<file path="config.mk">
export PLATFORM = sky130hd
export DESIGN_NAME = store_unit_flat
export DESIGN_NICKNAME = d
export VERILOG_FILES = /design/src/rtl/store_unit_if.sv /design/src/rtl/store_unit.sv /design/src/flat_wrapper.sv
export SDC_FILE = /design/constraint.sdc
export NUM_CORES = 1
export LEC_CHECK = 0
export CAP_MARGIN = 40
export CORE_ASPECT_RATIO = 0.5
export CORE_UTILIZATION = 46
export CTS_BUF_LIST = sky130_fd_sc_hd__clkbuf_4 sky130_fd_sc_hd__clkbuf_8
export DETAILED_ROUTE_END_ITERATION = 6
export PLACE_DENSITY = 0.79
export SKIP_LAST_GASP = 1
export SLEW_MARGIN = 15
export SYNTH_ARGS = -nofsm -noshare
export SYNTH_HDL_FRONTEND = slang
export SYNTH_SLANG_ARGS = --single-unit
export TNS_END_PERCENT = 50
</file>
<file path="constraint.sdc">
create_clock -name clk -period 3.9 [get_ports clk]
set_clock_uncertainty 0.05 [all_clocks]
set_input_delay 1.17 -clock clk [delete_from_list [all_inputs] [get_ports clk]]
set_output_delay 1.17 -clock clk [all_outputs]
set_load 0.05 [all_outputs]
</file>
<file path="src/rtl/store_unit_if.sv">
// Store request / data-memory write bundle.
// slave = store unit side, master = core and memory side.
interface store_unit_if #(
    parameter int DATA_WIDTH = 32,
    parameter int ADDR_WIDTH = 32
);
    localparam int NB = DATA_WIDTH / 8;

    logic                  st_valid;
    logic                  st_ready;
    logic [ADDR_WIDTH-1:0] st_addr;
    logic [DATA_WIDTH-1:0] st_data;
    logic [1:0]            st_op;
    logic                  mem_req;
    logic [ADDR_WIDTH-1:0] mem_addr;
    logic [DATA_WIDTH-1:0] mem_wdata;
    logic [NB-1:0]         mem_wstrb;
    logic                  mem_ack;
    logic                  st_done;
    logic                  st_err;

    modport slave (
        input  st_valid, st_addr, st_data, st_op, mem_ack,
        output st_ready, mem_req, mem_addr, mem_wdata, mem_wstrb,
        output st_done, st_err
    );

    modport master (
        output st_valid, st_addr, st_data, st_op, mem_ack,
        input  st_ready, mem_req, mem_addr, mem_wdata, mem_wstrb,
        input  st_done, st_err
    );
endinterface

</file>
<file path="src/rtl/store_unit.sv">
// Store narrowing unit: lane placement, strobes and
// two-beat split of stores that cross a memory word.
module store_unit #(
    parameter int DATA_WIDTH = 32,
    parameter int ADDR_WIDTH = 32
) (
    input  logic          clk,
    input  logic          rst,
    store_unit_if.slave   bus
);
    localparam int NB = DATA_WIDTH / 8;
    localparam int OW = $clog2(NB);

    localparam logic [1:0] S_IDLE = 2'd0;
    localparam logic [1:0] S_REQ0 = 2'd1;
    localparam logic [1:0] S_REQ1 = 2'd2;
    localparam logic [1:0] S_RESP = 2'd3;

    localparam logic [1:0] ST_B = 2'b00;
    localparam logic [1:0] ST_H = 2'b01;
    localparam logic [1:0] ST_W = 2'b10;

    logic [1:0]            r_state;
    logic                  r_err;
    logic                  r_span;
    logic                  r_req;
    logic [ADDR_WIDTH-1:0] r_addr;
    logic [DATA_WIDTH-1:0] r_wdata;
    logic [NB-1:0]         r_wstrb;
    logic [DATA_WIDTH-1:0] r_b1_wdata;
    logic [NB-1:0]         r_b1_wstrb;

    logic [OW-1:0]           w_off;
    logic [ADDR_WIDTH-1:0]   w_base;
    logic [NB-1:0]           w_mask;
    logic [DATA_WIDTH-1:0]   w_mdata;
    logic [2*DATA_WIDTH-1:0] w_wide;
    logic [2*NB-1:0]         w_strb;
    logic                    w_illegal;
    logic                    w_accept;

    assign w_off     = bus.st_addr[OW-1:0];
    assign w_base    = {bus.st_addr[ADDR_WIDTH-1:OW], {OW{1'b0}}};
    assign w_illegal = (bus.st_op == 2'b11);
    assign w_accept  = bus.st_valid && (r_state == S_IDLE);

    // Byte-lane mask of the store size, starting at lane 0.
    always_comb begin
        w_mask = '0;
        case (bus.st_op)
            ST_B:    w_mask = NB'(1);
            ST_H:    w_mask = NB'(3);
            ST_W:    w_mask = NB'(15);
            default: w_mask = '0;
        endcase
    end

    // Keep only the bytes being stored; the rest become zero.
    always_comb begin
        w_mdata = '0;
        for (int i = 0; i < NB; i++) begin
            w_mdata[8*i +: 8] = w_mask[i] ? bus.st_data[8*i +: 8] : 8'h00;
        end
    end

    // Double-width shift: low half is beat 0, high half spills into beat 1.
    assign w_wide = {{DATA_WIDTH{1'b0}}, w_mdata} << {w_off, 3'b000};
    assign w_strb = {{NB{1'b0}}, w_mask} << w_off;

    // Control FSM and registered memory beat.
    always_ff @(posedge clk or posedge rst) begin
        if (rst) begin
            r_state    <= S_IDLE;
            r_err      <= 1'b0;
            r_span     <= 1'b0;
            r_req      <= 1'b0;
            r_addr     <= '0;
            r_wdata    <= '0;
            r_wstrb    <= '0;
            r_b1_wdata <= '0;
            r_b1_wstrb <= '0;
        end else begin
            case (r_state)
                S_IDLE: begin
                    if (w_accept) begin
                        r_err <= w_illegal;
                        if (w_illegal) begin
                            r_state <= S_RESP;
                        end else begin
                            r_state    <= S_REQ0;
                            r_req      <= 1'b1;
                            r_addr     <= w_base;
                            r_wdata    <= w_wide[DATA_WIDTH-1:0];
                            r_wstrb    <= w_strb[NB-1:0];
                            r_b1_wdata <= w_wide[2*DATA_WIDTH-1:DATA_WIDTH];
                            r_b1_wstrb <= w_strb[2*NB-1:NB];
                            r_span     <= |w_strb[2*NB-1:NB];
                        end
                    end
                end
                S_REQ0: begin
                    if (bus.mem_ack) begin
                        if (r_span) begin
                            r_state <= S_REQ1;
                            r_addr  <= r_addr + ADDR_WIDTH'(NB);
                            r_wdata <= r_b1_wdata;
                            r_wstrb <= r_b1_wstrb;
                        end else begin
                            r_state <= S_RESP;
                            r_req   <= 1'b0;
                        end
                    end
                end
                S_REQ1: begin
                    if (bus.mem_ack) begin
                        r_state <= S_RESP;
                        r_req   <= 1'b0;
                    end
                end
                default: begin
                    r_state <= S_IDLE;
                    r_err   <= 1'b0;
                end
            endcase
        end
    end

    assign bus.st_ready  = (r_state == S_IDLE);
    assign bus.st_done   = (r_state == S_RESP);
    assign bus.st_err    = (r_state == S_RESP) && r_err;
    assign bus.mem_req   = r_req;
    assign bus.mem_addr  = r_addr;
    assign bus.mem_wdata = r_wdata;
    assign bus.mem_wstrb = r_wstrb;
endmodule

</file>
<file path="src/flat_wrapper.sv">
// flat-port wrapper written by rule: the top's interface ports become plain ports
module store_unit_flat 
#(
    parameter int DATA_WIDTH = 32,
    parameter int ADDR_WIDTH = 32
)
  (clk, rst, bus_st_valid, bus_st_addr, bus_st_data, bus_st_op, bus_mem_ack, bus_st_ready, bus_mem_req, bus_mem_addr, bus_mem_wdata, bus_mem_wstrb, bus_st_done, bus_st_err);
  store_unit_if #(.DATA_WIDTH(DATA_WIDTH), .ADDR_WIDTH(ADDR_WIDTH)) bus_i ();
  input  logic clk;
  input  logic rst;
  input wire logic [$bits(bus_i.st_valid)-1:0] bus_st_valid;
  input wire logic [$bits(bus_i.st_addr)-1:0] bus_st_addr;
  input wire logic [$bits(bus_i.st_data)-1:0] bus_st_data;
  input wire logic [$bits(bus_i.st_op)-1:0] bus_st_op;
  input wire logic [$bits(bus_i.mem_ack)-1:0] bus_mem_ack;
  output wire logic [$bits(bus_i.st_ready)-1:0] bus_st_ready;
  output wire logic [$bits(bus_i.mem_req)-1:0] bus_mem_req;
  output wire logic [$bits(bus_i.mem_addr)-1:0] bus_mem_addr;
  output wire logic [$bits(bus_i.mem_wdata)-1:0] bus_mem_wdata;
  output wire logic [$bits(bus_i.mem_wstrb)-1:0] bus_mem_wstrb;
  output wire logic [$bits(bus_i.st_done)-1:0] bus_st_done;
  output wire logic [$bits(bus_i.st_err)-1:0] bus_st_err;
  assign bus_i.st_valid = bus_st_valid;
  assign bus_i.st_addr = bus_st_addr;
  assign bus_i.st_data = bus_st_data;
  assign bus_i.st_op = bus_st_op;
  assign bus_i.mem_ack = bus_mem_ack;
  assign bus_st_ready = bus_i.st_ready;
  assign bus_mem_req = bus_i.mem_req;
  assign bus_mem_addr = bus_i.mem_addr;
  assign bus_mem_wdata = bus_i.mem_wdata;
  assign bus_mem_wstrb = bus_i.mem_wstrb;
  assign bus_st_done = bus_i.st_done;
  assign bus_st_err = bus_i.st_err;
  store_unit #(.DATA_WIDTH(DATA_WIDTH), .ADDR_WIDTH(ADDR_WIDTH)) u_core (.clk(clk), .rst(rst), .bus(bus_i));
endmodule
</file>
==> results <==
where the power goes:
part           internal, mW  total (mW)  switching, mW
Clock                 0.368       0.766          0.398
Combinational          1.34        3.94           2.59
Sequential             1.46        1.86          0.399
cell families after synthesis:
family          count (synthesis)
simple gates                  225
compound gates                212
fa+ha+maj                       7
other cells                     1
buf+inv                        64
mux                            15
flops                          98
layer usage:
metal | up-vias | routed length [um]
met1 | 2682 | 7160
li1 | 2492 | -
met2 | 275 | 7830
met4 | 0 | 310
met5 | - | 0
met3 | 27 | 1440
final timing paths:
check	startpoint	end	slack, ns
setup / recovery	u_core.r_state[1]$_DFFE_PP0P_	bus_st_ready	0.48
hold / removal	u_core.r_b1_wstrb[1]$_DFFE_PP0P_	u_core.r_b1_wstrb[1]$_DFFE_PP0P_	0.45
setup reg to reg	u_core.r_state[1]$_DFFE_PP0P_	u_core.bus.mem_req$_DFFE_PP0P_	1.31
hold reg to reg	u_core.r_b1_wstrb[1]$_DFFE_PP0P_	u_core.r_b1_wstrb[1]$_DFFE_PP0P_	0.45
max in group asynchronous	rst	u_core.r_b1_wdata[14]$_DFFE_PP0P_	1.99
min in group asynchronous	rst	u_core.r_state[0]$_DFFE_PP0P_	1.14
critical path: cells and delay by family, from the launching register on:
family     cells  cell delay [ns]
flops          1             0.42
fa+ha+maj      1             0.39
buf+inv        2             1.00
placed cells by master (no fill, tap or decap), types with 9 or more instances in the layout:
master / instances
a21oi_1: 51
a221oi_1: 17
a22o_1: 11
a22oi_1: 17
a31oi_1: 11
buf_4: 23
clkbuf_8: 9
clkdlybuf4s50_1: 139
dfrtp_1: 98
inv_1: 11
nand2_1: 91
nand2b_1: 12
nand3_1: 12
nand4_1: 11
nor2_1: 64
o21ai_0: 52
o22ai_1: 17
cell type report:
cell class                      count  area, sq um  share of cell area, %
Sequential cell                    98         2450                   34.1
Clock buffer                        9          124                   1.72
Inverter                           12         47.5                  0.661
Clock inverter                      7          101                   1.41
Tap cell                          159          199                   2.77
Multi-Input combinational cell    461         2700                   37.5
Timing Repair Buffer              163         1570                   21.8
sequential cells by signal, indices dropped and copies added (netlist names):
register              flops
u_core.r_span             1
u_core.bus.mem_addr      30
u_core.bus.mem_req        1
u_core.bus.mem_wdata     32
u_core.bus.mem_wstrb      4
u_core.r_b1_wdata        24
u_core.r_state            2
u_core.r_err              1
u_core.r_b1_wstrb         3
==> summary.md <==
| Metric | Value |
|---|---|
| Number of warnings reported in the yosys synthesis log | `0` |
| Final setup viols | `0` |
| Critical path arrival | `about 2.2 ns` |
| Total number of vias | `around 5500` |
| HPWL reported at the end of detailed placement | `roughly 12000 um` |
| Setup repair after global routing missed its margin | `no` |
| Num rows | `27` |
| Cells after synthesis | `approximately 620` |
| Most area-hungry cell type in the Yosys netlist | `dfrtp_1` |
| Clock tree root driver cell | `clkbuf_8` |
| Sum of negative setup slack | `0 ns` |
| Mean instance size in the synthesized netlist | `8.75 sq um` |
| PwrDens | `a little over 900 nW/um^2` |
| I/O pins | `142` |
| Proportion of layout cells with a drive suffix above 1 | `between 8 and 9%` |
| Share of the synthesized netlist area taken by xor and xnor gates | `0%` |
| Fraction of met3 tracks used by global routing | `slightly above 7%` |
| Sinks on Clock Net | `slightly below 100` |
| Global-route wire length before repair | `~27000 um` |
| CTS clk-pin slew, worst paths | `roughly 0.1 ns` |
| DR DRC count | `0` |
| Layout Area Growth over Synthesis | `32.2%` |
| Die Outline Area | `between 10000 and 15000 sq um` |
| Total count of max-transition violations in the final report | `0` |
| Crit-path slowest cell | `clkdlybuf4s50_1` |
| Initial standard-cell utilization of the core | `between 40% and 50%` |
| Number of hold buffers added after cts | `0` |
| Overall fraction of global-route tracks in use | `between 20% and 30%` |
| Sort of element at the start of the critical path | `flop` |
| Number of global-route vias before repair | `5235` |
| Hold Path Cell Cnt | `2` |
| Synth area leaders | `dfrtp_1 (45%), nand2_1 (6.3%), a21oi_1 (4.8%)` |
| Type of the worst setup path | `flop to output port` |
| Cells on worst reg2reg path | `7` |
| Synth Area in Compound Gates | `roughly 25%` |
| Floorplan die height | `just under 80 um` |
| Maximum single-stage delay on the critical path | `between 0.8 and 0.9 ns` |
| Worst min-delay path class | `flop to flop` |
| Die span in x | `~160 um` |
| Met2 Use GR | `between 40% and 50%` |
| Seq/Total Area, Yosys | `45.1%` |
| Max VDD drop | `approximately 0.50 mV` |
| Main flop type after synthesis | `dfrtp_1` |
| Main combinational cell family by area after synthesis | `compound AO/OA/AOI/OAI gates` |
| Grt met1 use | `between 30% and 40%` |
| Non-Filler Cell Area, Final | `approximately 7000 sq um` |
| Final worst slack | `between 0.4 and 0.5 ns` |
| Most used standard cell by instance count after synthesis | `dfrtp_1` |
| Final standard cell count with taps included and fillers excluded | `around 910` |
| CTS Buf Count | `9` |
| Clock Tree Buf Depth | `2` |
| Post-synthesis adder-cell area fraction | `roughly 1.6%` |
| DR vias/cell | `about 6` |
| Netlist cell types | `54` |
| Min Hold Slack | `between 0.4 and 0.5 ns` |
| Part of the cycle the worst path needs | `about 90%` |
| Leakage power | `2.93 nW` |
| Number of fill cells in the layout | `~960` |
| Core area | `11200 sq um` |
| Remaining global-route overflow | `0` |
| Leading post-synthesis cells by instance count | `dfrtp_1 (98), nand2_1 (91), nor2_1 (64)` |
| Async SR Flop Fraction | `100%` |
| Detailed-route wire length per cell | `approximately 18 um` |
| Outcome | `completed` |
| Diodes inserted | `0` |
| Final hold viol count | `0` |
| Critical path data required time | `roughly 2.7 ns` |
| Number of levels in the clock H-tree | `3` |
| Area share of the largest cell type after synthesis | `roughly 45%` |
| Placed instance area | `~7000 sq um` |
| Critical path capture point type | `output port` |
| Slew HR | `about half` |
| Post-Route Utilization | `63.9%` |
| Post-synthesis cell area | `5440 sq um` |
| #FFs+latches synth | `98` |
| Setup repair bufs after CTS | `0` |
| First-pass iteration count of the detailed router | `5` |
| Clock latency on the worst-skew pair | `0.39 ns` |
| Biggest fanout along the worst timing path | `10` |
| Placed instance count | `slightly below 900` |
| Cell breakdown of the critical path | `inv_1 -> ha_1 -> clkdlybuf4s50_1` |
| Post-detailed-routing wire length | `about 17000 um` |
| CTS tree | `built` |
| Pre-CTS setup slack | `0.452 ns` |
| Global route hottest layer | `met2` |
| Clock period minus final worst setup slack | `approximately 3.4 ns` |
| Simple logic cell fraction of the synthesized area | `approximately a fifth` |
| Post-detailed-route count of antenna-violating nets | `0` |
| Antenna violations before repair | `0` |
| Post-synth EDFFs | `0` |
| Number of nets at the end of the flow | `a little over 800` |
| Overall power | `6.56 mW` |
| # port buffers | `about 140` |
| Actual transition at the worst max-transition pin | `0.738 ns` |
| Iteration-0 DRC count of the detailed router | `between 400 and 500` |
| Maximum number of pins on one net before global-route repair | `58` |
| Routability cong. | `~0.85` |
| Achievable frequency | `slightly below 0.3 GHz` |
| CTS-repair resized insts | `0` |
| Mux cell area share after synthesis | `around 2.9%` |
| Count of maximum capacitance violations | `0` |
(Power assumes the default switching activity.)
